**src/rtl/xpt_sequencer_if.sv**
```systemverilog
// ---------------------------------------------------------------------------
// xpt_sequencer_if
// Bundle of the signals between the CPU core and the exception / bus-request
// sequencer.
//   master : core side. It drives the request, strobe and done inputs and
//            receives the grant, acknowledge, push, vector and jump outputs.
//   slave  : sequencer side, with the directions reversed.
// Signals:
//   boundary, BUSRQ, NMI, INT, IM[1:0], Ireg[7:0]          core -> sequencer
//   ei_exec, di_exec, retn_exec, halt_exec                  decode strobes
//   ack_done, Din[7:0], push_done, vec_done, vec_data[15:0] bus-cycle completions
//   BUSAK, INTACK, push_req, vec_req, vec_addr[15:0]        sequencer requests
//   jump, jump_addr[15:0], exec_op, op_byte[7:0]            PC / opcode control
//   IFF1, IFF2, HALT, busy                                  flag and status
// ---------------------------------------------------------------------------
interface xpt_sequencer_if;
  logic        boundary;
  logic        BUSRQ;
  logic        NMI;
  logic        INT;
  logic [1:0]  IM;
  logic [7:0]  Ireg;
  logic        ei_exec;
  logic        di_exec;
  logic        retn_exec;
  logic        halt_exec;
  logic        ack_done;
  logic [7:0]  Din;
  logic        push_done;
  logic        vec_done;
  logic [15:0] vec_data;
  logic        BUSAK;
  logic        INTACK;
  logic        push_req;
  logic        vec_req;
  logic [15:0] vec_addr;
  logic        jump;
  logic [15:0] jump_addr;
  logic        exec_op;
  logic [7:0]  op_byte;
  logic        IFF1;
  logic        IFF2;
  logic        HALT;
  logic        busy;

  modport master (
    output boundary, BUSRQ, NMI, INT, IM, Ireg,
    output ei_exec, di_exec, retn_exec, halt_exec,
    output ack_done, Din, push_done, vec_done, vec_data,
    input  BUSAK, INTACK, push_req, vec_req, vec_addr,
    input  jump, jump_addr, exec_op, op_byte,
    input  IFF1, IFF2, HALT, busy
  );

  modport slave (
    input  boundary, BUSRQ, NMI, INT, IM, Ireg,
    input  ei_exec, di_exec, retn_exec, halt_exec,
    input  ack_done, Din, push_done, vec_done, vec_data,
    output BUSAK, INTACK, push_req, vec_req, vec_addr,
    output jump, jump_addr, exec_op, op_byte,
    output IFF1, IFF2, HALT, busy
  );
endinterface

```
**src/rtl/xpt_sequencer.sv**
```systemverilog
// ---------------------------------------------------------------------------
// xpt_sequencer
// Exception and bus-request sequencer. At each instruction boundary it picks
// BUSRQ, then a pending NMI, then an enabled maskable INT, and walks the
// acknowledge sequence for the winner: bus grant, NMI restart, or INT
// acknowledge in IM0, IM1 or IM2. It owns IFF1/IFF2 and the HALT latch.
// Ports:
//   clk  : core clock, all state changes on the rising edge
//   rst  : asynchronous active-high reset
//   bus  : xpt_sequencer_if.slave, which carries all request, strobe, done,
//          handshake and flag signals
// Outputs are registered and are decoded from the next state, so a state's
// request is valid right after the edge that enters that state.
// ---------------------------------------------------------------------------
module xpt_sequencer (
  input  logic            clk,
  input  logic            rst,
  xpt_sequencer_if.slave  bus
);

  typedef enum logic [2:0] {
    ST_IDLE   = 3'd0,
    ST_BUSGNT = 3'd1,
    ST_NMI_M1 = 3'd2,
    ST_PUSH   = 3'd3,
    ST_JUMP   = 3'd4,
    ST_INTACK = 3'd5,
    ST_VECRD  = 3'd6,
    ST_EXEC0  = 3'd7
  } state_t;

  // Records which sequence is in progress, so PUSH knows where to go next.
  typedef enum logic [1:0] {
    SRC_NMI = 2'd0,
    SRC_IM1 = 2'd1,
    SRC_IM2 = 2'd2
  } src_t;

  state_t      state_r,     state_nxt_s;
  src_t        src_r,       src_nxt_s;
  logic [15:0] jump_addr_r, jump_addr_nxt_s;
  logic [7:0]  op_byte_r,   op_byte_nxt_s;
  logic        iff1_r,      iff1_nxt_s;
  logic        iff2_r,      iff2_nxt_s;
  logic        halt_r,      halt_nxt_s;
  logic        ei_block_r,  ei_block_nxt_s;
  logic        nmi_pend_r,  nmi_pend_nxt_s;
  logic        nmi_prev_r;
  logic        nmi_accept_s;
  logic        int_accept_s;
  logic        busak_r, intack_r, push_req_r, vec_req_r;
  logic        jump_r, exec_op_r, busy_r;

  // Next-state, latched data, interrupt flags and NMI latch.
  always_comb begin
    state_nxt_s     = state_r;
    src_nxt_s       = src_r;
    jump_addr_nxt_s = jump_addr_r;
    op_byte_nxt_s   = op_byte_r;
    iff1_nxt_s      = iff1_r;
    iff2_nxt_s      = iff2_r;
    halt_nxt_s      = halt_r;
    ei_block_nxt_s  = ei_block_r;
    nmi_pend_nxt_s  = nmi_pend_r;
    nmi_accept_s    = 1'b0;
    int_accept_s    = 1'b0;

    case (state_r)
      ST_IDLE: begin
        if (bus.boundary) begin
          if (bus.BUSRQ) begin
            state_nxt_s = ST_BUSGNT;
          end else if (nmi_pend_r) begin
            state_nxt_s  = ST_NMI_M1;
            src_nxt_s    = SRC_NMI;
            nmi_accept_s = 1'b1;
          end else if (bus.INT && iff1_r && !ei_block_r) begin
            state_nxt_s  = ST_INTACK;
            int_accept_s = 1'b1;
          end else begin
            state_nxt_s = ST_IDLE;
          end
        end else begin
          state_nxt_s = ST_IDLE;
        end
      end
      ST_BUSGNT: begin
        if (!bus.BUSRQ) begin
          state_nxt_s = ST_IDLE;
        end else begin
          state_nxt_s = ST_BUSGNT;
        end
      end
      ST_NMI_M1: begin
        // Dummy M1 cycle.
        state_nxt_s = ST_PUSH;
      end
      ST_PUSH: begin
        if (bus.push_done) begin
          if (src_r == SRC_IM2) begin
            state_nxt_s = ST_VECRD;
          end else begin
            state_nxt_s     = ST_JUMP;
            jump_addr_nxt_s = (src_r == SRC_NMI) ? 16'h0066 : 16'h0038;
          end
        end else begin
          state_nxt_s = ST_PUSH;
        end
      end
      ST_JUMP: begin
        state_nxt_s = ST_IDLE;
      end
      ST_INTACK: begin
        if (bus.ack_done) begin
          op_byte_nxt_s = bus.Din;
          case (bus.IM)
            2'd0: begin
              state_nxt_s = ST_EXEC0;
            end
            2'd1: begin
              state_nxt_s = ST_PUSH;
              src_nxt_s   = SRC_IM1;
            end
            default: begin
              // IM 3 behaves as IM2.
              state_nxt_s = ST_PUSH;
              src_nxt_s   = SRC_IM2;
            end
          endcase
        end else begin
          state_nxt_s = ST_INTACK;
        end
      end
      ST_VECRD: begin
        if (bus.vec_done) begin
          state_nxt_s     = ST_JUMP;
          jump_addr_nxt_s = bus.vec_data;
        end else begin
          state_nxt_s = ST_VECRD;
        end
      end
      ST_EXEC0: begin
        state_nxt_s = ST_IDLE;
      end
      default: begin
        state_nxt_s = ST_IDLE;
      end
    endcase

    // Acceptance overrides any decode strobe that arrives in the same cycle.
    if (nmi_accept_s) begin
      iff1_nxt_s = 1'b0;
      halt_nxt_s = 1'b0;
    end else if (int_accept_s) begin
      iff1_nxt_s = 1'b0;
      iff2_nxt_s = 1'b0;
      halt_nxt_s = 1'b0;
    end else if (state_r == ST_IDLE) begin
      if (bus.ei_exec) begin
        iff1_nxt_s = 1'b1;
        iff2_nxt_s = 1'b1;
      end else if (bus.di_exec) begin
        iff1_nxt_s = 1'b0;
        iff2_nxt_s = 1'b0;
      end else if (bus.retn_exec) begin
        iff1_nxt_s = iff2_r;
      end else begin
        iff1_nxt_s = iff1_r;
      end
      if (bus.halt_exec) begin
        halt_nxt_s = 1'b1;
      end else begin
        halt_nxt_s = halt_r;
      end
    end else begin
      iff1_nxt_s = iff1_r;
    end

    // EI usually arrives together with its own boundary. Setting wins, so
    // the block survives until the boundary of the following instruction.
    if (state_r == ST_IDLE) begin
      if (bus.ei_exec) begin
        ei_block_nxt_s = 1'b1;
      end else if (bus.boundary) begin
        ei_block_nxt_s = 1'b0;
      end else begin
        ei_block_nxt_s = ei_block_r;
      end
    end else begin
      ei_block_nxt_s = ei_block_r;
    end

    // A fresh edge in the acceptance cycle keeps the latch set.
    if (bus.NMI && !nmi_prev_r) begin
      nmi_pend_nxt_s = 1'b1;
    end else if (nmi_accept_s) begin
      nmi_pend_nxt_s = 1'b0;
    end else begin
      nmi_pend_nxt_s = nmi_pend_r;
    end
  end

  // State, flags, latched data and registered request outputs.
  always_ff @(posedge clk or posedge rst) begin
    if (rst) begin
      state_r     <= ST_IDLE;
      src_r       <= SRC_NMI;
      jump_addr_r <= 16'h0000;
      op_byte_r   <= 8'h00;
      iff1_r      <= 1'b0;
      iff2_r      <= 1'b0;
      halt_r      <= 1'b0;
      ei_block_r  <= 1'b0;
      nmi_pend_r  <= 1'b0;
      nmi_prev_r  <= 1'b0;
      busak_r     <= 1'b0;
      intack_r    <= 1'b0;
      push_req_r  <= 1'b0;
      vec_req_r   <= 1'b0;
      jump_r      <= 1'b0;
      exec_op_r   <= 1'b0;
      busy_r      <= 1'b0;
    end else begin
      state_r     <= state_nxt_s;
      src_r       <= src_nxt_s;
      jump_addr_r <= jump_addr_nxt_s;
      op_byte_r   <= op_byte_nxt_s;
      iff1_r      <= iff1_nxt_s;
      iff2_r      <= iff2_nxt_s;
      halt_r      <= halt_nxt_s;
      ei_block_r  <= ei_block_nxt_s;
      nmi_pend_r  <= nmi_pend_nxt_s;
      nmi_prev_r  <= bus.NMI;
      busak_r     <= (state_nxt_s == ST_BUSGNT);
      intack_r    <= (state_nxt_s == ST_INTACK);
      push_req_r  <= (state_nxt_s == ST_PUSH);
      vec_req_r   <= (state_nxt_s == ST_VECRD);
      jump_r      <= (state_nxt_s == ST_JUMP);
      exec_op_r   <= (state_nxt_s == ST_EXEC0);
      busy_r      <= (state_nxt_s != ST_IDLE);
    end
  end

  assign bus.BUSAK     = busak_r;
  assign bus.INTACK    = intack_r;
  assign bus.push_req  = push_req_r;
  assign bus.vec_req   = vec_req_r;
  // The IM2 table entry is word aligned, so bit 0 of the acknowledge byte is ignored.
  assign bus.vec_addr  = {bus.Ireg, op_byte_r[7:1], 1'b0};
  assign bus.jump      = jump_r;
  assign bus.jump_addr = jump_addr_r;
  assign bus.exec_op   = exec_op_r;
  assign bus.op_byte   = op_byte_r;
  assign bus.IFF1      = iff1_r;
  assign bus.IFF2      = iff2_r;
  assign bus.HALT      = halt_r;
  assign bus.busy      = busy_r;

endmodule

```
**src/flat_wrapper.sv**
```systemverilog
// flat-port wrapper written by rule: the top's interface ports become plain ports
module xpt_sequencer_flat 
  (clk, rst, bus_boundary, bus_BUSRQ, bus_NMI, bus_INT, bus_IM, bus_Ireg, bus_ei_exec, bus_di_exec, bus_retn_exec, bus_halt_exec, bus_ack_done, bus_Din, bus_push_done, bus_vec_done, bus_vec_data, bus_BUSAK, bus_INTACK, bus_push_req, bus_vec_req, bus_vec_addr, bus_jump, bus_jump_addr, bus_exec_op, bus_op_byte, bus_IFF1, bus_IFF2, bus_HALT, bus_busy);
  xpt_sequencer_if bus_i ();
  input  logic clk;
  input  logic rst;
  input wire logic [$bits(bus_i.boundary)-1:0] bus_boundary;
  input wire logic [$bits(bus_i.BUSRQ)-1:0] bus_BUSRQ;
  input wire logic [$bits(bus_i.NMI)-1:0] bus_NMI;
  input wire logic [$bits(bus_i.INT)-1:0] bus_INT;
  input wire logic [$bits(bus_i.IM)-1:0] bus_IM;
  input wire logic [$bits(bus_i.Ireg)-1:0] bus_Ireg;
  input wire logic [$bits(bus_i.ei_exec)-1:0] bus_ei_exec;
  input wire logic [$bits(bus_i.di_exec)-1:0] bus_di_exec;
  input wire logic [$bits(bus_i.retn_exec)-1:0] bus_retn_exec;
  input wire logic [$bits(bus_i.halt_exec)-1:0] bus_halt_exec;
  input wire logic [$bits(bus_i.ack_done)-1:0] bus_ack_done;
  input wire logic [$bits(bus_i.Din)-1:0] bus_Din;
  input wire logic [$bits(bus_i.push_done)-1:0] bus_push_done;
  input wire logic [$bits(bus_i.vec_done)-1:0] bus_vec_done;
  input wire logic [$bits(bus_i.vec_data)-1:0] bus_vec_data;
  output wire logic [$bits(bus_i.BUSAK)-1:0] bus_BUSAK;
  output wire logic [$bits(bus_i.INTACK)-1:0] bus_INTACK;
  output wire logic [$bits(bus_i.push_req)-1:0] bus_push_req;
  output wire logic [$bits(bus_i.vec_req)-1:0] bus_vec_req;
  output wire logic [$bits(bus_i.vec_addr)-1:0] bus_vec_addr;
  output wire logic [$bits(bus_i.jump)-1:0] bus_jump;
  output wire logic [$bits(bus_i.jump_addr)-1:0] bus_jump_addr;
  output wire logic [$bits(bus_i.exec_op)-1:0] bus_exec_op;
  output wire logic [$bits(bus_i.op_byte)-1:0] bus_op_byte;
  output wire logic [$bits(bus_i.IFF1)-1:0] bus_IFF1;
  output wire logic [$bits(bus_i.IFF2)-1:0] bus_IFF2;
  output wire logic [$bits(bus_i.HALT)-1:0] bus_HALT;
  output wire logic [$bits(bus_i.busy)-1:0] bus_busy;
  assign bus_i.boundary = bus_boundary;
  assign bus_i.BUSRQ = bus_BUSRQ;
  assign bus_i.NMI = bus_NMI;
  assign bus_i.INT = bus_INT;
  assign bus_i.IM = bus_IM;
  assign bus_i.Ireg = bus_Ireg;
  assign bus_i.ei_exec = bus_ei_exec;
  assign bus_i.di_exec = bus_di_exec;
  assign bus_i.retn_exec = bus_retn_exec;
  assign bus_i.halt_exec = bus_halt_exec;
  assign bus_i.ack_done = bus_ack_done;
  assign bus_i.Din = bus_Din;
  assign bus_i.push_done = bus_push_done;
  assign bus_i.vec_done = bus_vec_done;
  assign bus_i.vec_data = bus_vec_data;
  assign bus_BUSAK = bus_i.BUSAK;
  assign bus_INTACK = bus_i.INTACK;
  assign bus_push_req = bus_i.push_req;
  assign bus_vec_req = bus_i.vec_req;
  assign bus_vec_addr = bus_i.vec_addr;
  assign bus_jump = bus_i.jump;
  assign bus_jump_addr = bus_i.jump_addr;
  assign bus_exec_op = bus_i.exec_op;
  assign bus_op_byte = bus_i.op_byte;
  assign bus_IFF1 = bus_i.IFF1;
  assign bus_IFF2 = bus_i.IFF2;
  assign bus_HALT = bus_i.HALT;
  assign bus_busy = bus_i.busy;
  xpt_sequencer u_core (.clk(clk), .rst(rst), .bus(bus_i));
endmodule
```
**config.mk**
```make
export PLATFORM = sky130hd
export DESIGN_NAME = xpt_sequencer_flat
export DESIGN_NICKNAME = d
export VERILOG_FILES = /design/src/rtl/xpt_sequencer_if.sv /design/src/rtl/xpt_sequencer.sv /design/src/flat_wrapper.sv
export SDC_FILE = /design/constraint.sdc
export NUM_CORES = 1
export LEC_CHECK = 0
export CAP_MARGIN = 20
export CORE_UTILIZATION = 25
export CTS_BUF_LIST = sky130_fd_sc_hd__clkbuf_16
export DETAILED_ROUTE_END_ITERATION = 8
export PLACE_DENSITY = 0.5
export SLEW_MARGIN = 20
export SYNTH_ARGS = -nofsm -noshare
export SYNTH_HDL_FRONTEND = slang
export SYNTH_SLANG_ARGS = --single-unit
export TNS_END_PERCENT = 100
```
**constraint.sdc**
```tcl
create_clock -name clk -period 2.63 [get_ports clk]
set_input_delay 0.3945 -clock clk [delete_from_list [all_inputs] [get_ports clk]]
set_output_delay 0.3945 -clock clk [all_outputs]
set_load 0.02 [all_outputs]
```
== After elaboration in Yosys (flattened, before gate mapping) ==
Cells that the tools add are included.

* Input port bits: 47
* Word-level logic and storage cells: 116
* Bits in registers: 42
* Output and inout bits: 50

* Equal/unequal tests: 23
* Reductions and logical operators: 26
* Bitwise operators: 1
* Multiplexer cells: 49

{| class="wikitable"
|+ Operators by type and width
! cell !! number
|-
| two-way mux 16 bit || 3
|-
| one-hot mux 16 bit (2 select lines) || 1
|-
| two-way mux 1 bit || 28
|-
| equality test 3 bit, second input constant || 8
|-
| two-way mux 3 bit || 7
|-
| one-hot mux 3 bit (7 select lines) || 1
|-
| inequality test 2 bit, second input constant || 7
|-
| two-way mux 2 bit || 6
|-
| nonzero test 3 bit || 4
|-
| nonzero test 2 bit || 5
|-
| equality test 3 x 2 -> 1 bit, second input constant || 3
|-
| one-hot mux 2 bit (2 select lines) || 2
|-
| AND reduction 2 bit || 4
|-
| two-way mux 7 bit || 1
|-
| equality test 3 x 1 -> 1 bit, second input constant || 2
|-
| AND reduction 6 bit || 1
|-
| nonzero test 5 bit || 1
|-
| logical NOT 2 bit || 2
|-
| AND reduction 4 bit || 1
|-
| logical AND 1 bit || 3
|-
| logical NOT 3 bit || 1
|-
| AND reduction 3 bit || 1
|-
| equality test 2 x 1 -> 1 bit, second input constant || 1
|-
| equality test 2 bit, second input constant || 1
|-
| other kinds (4) || 5
|}

== Depth between registers and ports, before layout ==
* Depth after elaboration: 9
* Depth in mapped cells: 7

== Least setup slack after synthesis ==
No wires, ideal clock.

* Kind: reg-to-reg
* From: register u_core.state_r[2]
* To: register u_core.busy_r (netlist: u_core.bus.busy)
* Arrival: 1.710 ns
* Slack: 0.788 ns
* Clock period less this slack: 1.842 ns
* Cell stages (with the launch flop): 8
* Buffers on the path: 2
* Required time: 2.499 ns
* Path through: dfrtp_1 -> buf_6 -> and3b_4 -> and2_4 -> buf_6 -> a2111oi_4 -> inv_2 -> or3_1

* Word-level cells in the longest chain between the ends: 4

{| class="wikitable"
|+ RTL lines
! what !! line !! text
|-
| start, declared || xpt_sequencer.sv:39 || <nowiki>state_t state_r, state_nxt_s;</nowiki>
|-
| start signal, assigned || xpt_sequencer.sv:224 || <nowiki>state_r <= state_nxt_s;</nowiki>
|-
| equality test 3 bit || xpt_sequencer.sv:68 || <nowiki>case (state_r)</nowiki>
|-
| OR reduction 2 bit (no source line) || -- ||
|-
| one-hot mux 3 bit (7 select lines) * || xpt_sequencer.sv:68 ||
|-
| net u_core.state_nxt_s[1] || xpt_sequencer.sv:39 ||
|-
| nonzero test 3 bit * || xpt_sequencer.sv:240 || <nowiki>busy_r <= (state_nxt_s != ST_IDLE);</nowiki>
|-
| end signal, assigned || xpt_sequencer.sv:240 ||
|-
| end, declared || xpt_sequencer.sv:52 || <nowiki>logic jump_r, exec_op_r, busy_r;</nowiki>
|}

Mark *: on every way through the listed nets, which the timed path passes. The rest lies on a longest branch.
A chain may end at the register's enable or synchronous reset.

== Worst setup path after layout ==
* From: register u_core.state_r[1]
* To: register u_core.busy_r (netlist: u_core.bus.busy)

Same word-level chain as after synthesis.

==> results.json <==
{
  "routed_wl_um": 4270,
  "period_share": 0.749,
  "power_leakage_nw": 1.29,
  "cp_data_required_time_ns": 2.78,
  "dieArea_um2": 8160,
  "tritoncts": "built",
  "rsz0062_at_grt": "false",
  "overflow": 0,
  "nNetsFinal": 281,
  "die_w_um": 90.3,
  "boundaryPins": 97,
  "grt_first_pass_wirelength_um": 7230,
  "yosys.area.top_type": "dfrtp_1",
  "fin_util": 0.385,
  "cts_buffer_depth": 2,
  "top_layer": "met4",
  "grt_pass1_vias": 1395,
  "htree_levels": 2,
  "synth_area_per_cell_um2": 11.6,
  "hold_start": "u_core.nmi_prev_r",
  "antenna_found_initial": 0,
  "finalHoldViolations": 0,
  "ys_ff_latch": 42,
  "syn_nets": 215,
  "start_util": 0.263,
  "min_path_type": "reg -> reg",
  "die_height_um": 90.3,
  "power_mw": 3.04,
  "hpwl_um": 3260,
  "yosysSeqAreaShare": 0.539,
  "maxSlewHeadroom": 0.624,
  "drc": 0,
  "maxCapViolations": 0,
  "crit_fanout": 11,
  "wl_met1_um": 2070,
  "tightest_slew_ns": 0.560,
  "synth_top_flop_cell": "dfrtp_1",
  "synthTopCellsByArea": "dfrtp_1 54%, buf_4 6.2%, mux2_2 5.8%",
  "syn_area_um2": 1950,
  "synthesis.instances": 168,
  "grt_max_degree": 27,
  "port_buffers": 79,
  "crit_start": "u_core.state_r[1]",
  "routed-wl-met2_um": 1920,
  "rows": 31,
  "setup_violations": 0,
  "yosysWarningCount": 0,
  "dr_wl_met3_um": 236,
  "final.setup_skew_ns": 0.00285,
  "synth_edf_count": 0,
  "final_cell_mix": "79 x clkdlybuf4s50_1, 42 x dfrtp_1, 15 x inv_1",
  "gp_congestion": 0.714,
  "track_usage": 0.114,
  "vias": 1428,
  "whs_ns": 0.419,
  "fillers": 736,
  "num_antenna_cells": 0,
  "drt-pass1-iter-count": 4,
  "drt.antenna.violating_nets": 0,
  "drt_iter0_markers": 18,
  "final_cells": 334,
  "powerDensity_nw_per_um2": 1070,
  "synthArstFlopShare": 1.00,
  "drive_gt1_frac": 0.115,
  "cts_hold_buf": 0,
  "worstPathArrival_ns": 2.12,
  "outcome": "completed",
  "post-cts-setup-buffer-count": 0,
  "finalSetupTns_ns": 0,
  "cts_buffers": 5,
  "clkTransAtPathRegs_ns": 0.06,
  "post-synth-top-area-fraction": 0.539,
  "timing.rr.start": "u_core.state_r[1]",
  "end_kind": "flip-flop",
  "cts-root-buf": "clkbuf_16",
  "cts.sinks": 42,
  "routed_via_density": 4.28,
  "cts_resized": 0,
  "area_growth_syn_to_layout_pct": 46.4,
  "place_inst": 326,
  "final_common_cell": "clkdlybuf4s50_1",
  "slew_viol_final": 0,
  "clk_latency_ns": 0.28,
  "crit_type": "reg -> reg",
  "ir_drop_v": 0.000318,
  "fp.coreArea_um2": 7410,
  "wire_per_inst_um": 12.8,
  "max_freq_mhz": 508,
  "period_needed_ns": 1.97,
  "start_kind": "flip-flop",
  "yosysUniqueCellTypes": 39
}
## kinds of logic after synthesis
logic type,after synthesis,synth area share
and+or+nand+nor,30,0.0949
DFF,42,0.539
AOI/OAI and AO/OA,40,0.161
muxes,15,0.0834
other,1,0.00192
buffers and inverters,40,0.120
## worst paths after layout
check | to | slack (ns) | cells after the start
max | u_core.bus.busy | 0.66 | 5
min | u_core.nmi_pend_r | 0.42 | 1
max reg2reg | u_core.bus.busy | 0.66 | 5
min reg2reg | u_core.nmi_pend_r | 0.42 | 1
max in group asynchronous | u_core.bus.jump_addr[13] | 1.61 | 3
min in group asynchronous | u_core.state_r[1] | 0.49 | 2
## state kept, by name, indices dropped and copies added, names as in the netlist, 2 cells and up
signal	cells
u_core.src_r	2
u_core.state_r	3
u_core.bus.op_byte	8
u_core.bus.jump_addr	16
## report_power, final
| group | switching [mW] | total, mW | internal [mW] |
|---|---|---|---|
| Sequential | 0.173 | 1.05 | 0.879 |
| Combinational | 0.684 | 1.42 | 0.734 |
| Clock | 0.229 | 0.572 | 0.343 |
| Total | 1.09 | 3.04 | 1.96 |
## synthesized netlist by cell type, types with 2 or more instances
library cell / instances
a21oi_1: 9
a22o_1: 11
a31oi_1: 2
and3_1: 2
buf_4: 16
buf_6: 3
clkbuf_1: 3
dfrtp_1: 42
inv_1: 15
inv_2: 2
mux2_2: 10
mux2i_1: 5
nand2_1: 3
nand2b_1: 2
nand3_1: 3
nand3b_1: 2
nor2_1: 3
nor2b_1: 3
nor3_1: 4
o211a_1: 3
o211ai_1: 2
o21ai_0: 5
or3_1: 2
## layer usage
layer / vias up / GRT usage
met1: 653 / 0.158
met3: 4 / 0.0345
li1: 704 / -
met5: - / 0
met2: 67 / 0.165
met4: 0 / 0.0444
## critical path, cell delays in order, from the launching register on
cell and delay [ns]:
dfrtp_1 0.53, and3b_4 0.28, and2_4 0.22, a2111oi_4 0.38, inv_2 0.08, or3_1 0.37
## final cells by class
type                    instances  area [um2]  share of cell area
multi-input cells              86         666               0.233
inverters                      17        63.8              0.0223
flip-flops and latches         42        1050               0.368
clock inverters                 3        12.5             0.00438
repair buffers                 82         813               0.285
clock buffers                   5         125              0.0438
well taps                      99         124              0.0434
## through the flow
stage | cell area [um2] | setup slack, ns
global placement | 2720 | 0.418
finish | 2860 | 0.661
floorplan | 1950 | 0.788
CTS | 2860 | 0.645
detailed placement | 2720 | 0.389
global route | 2860 | 0.521
Note: power is estimated with default switching activity, not from simulation.
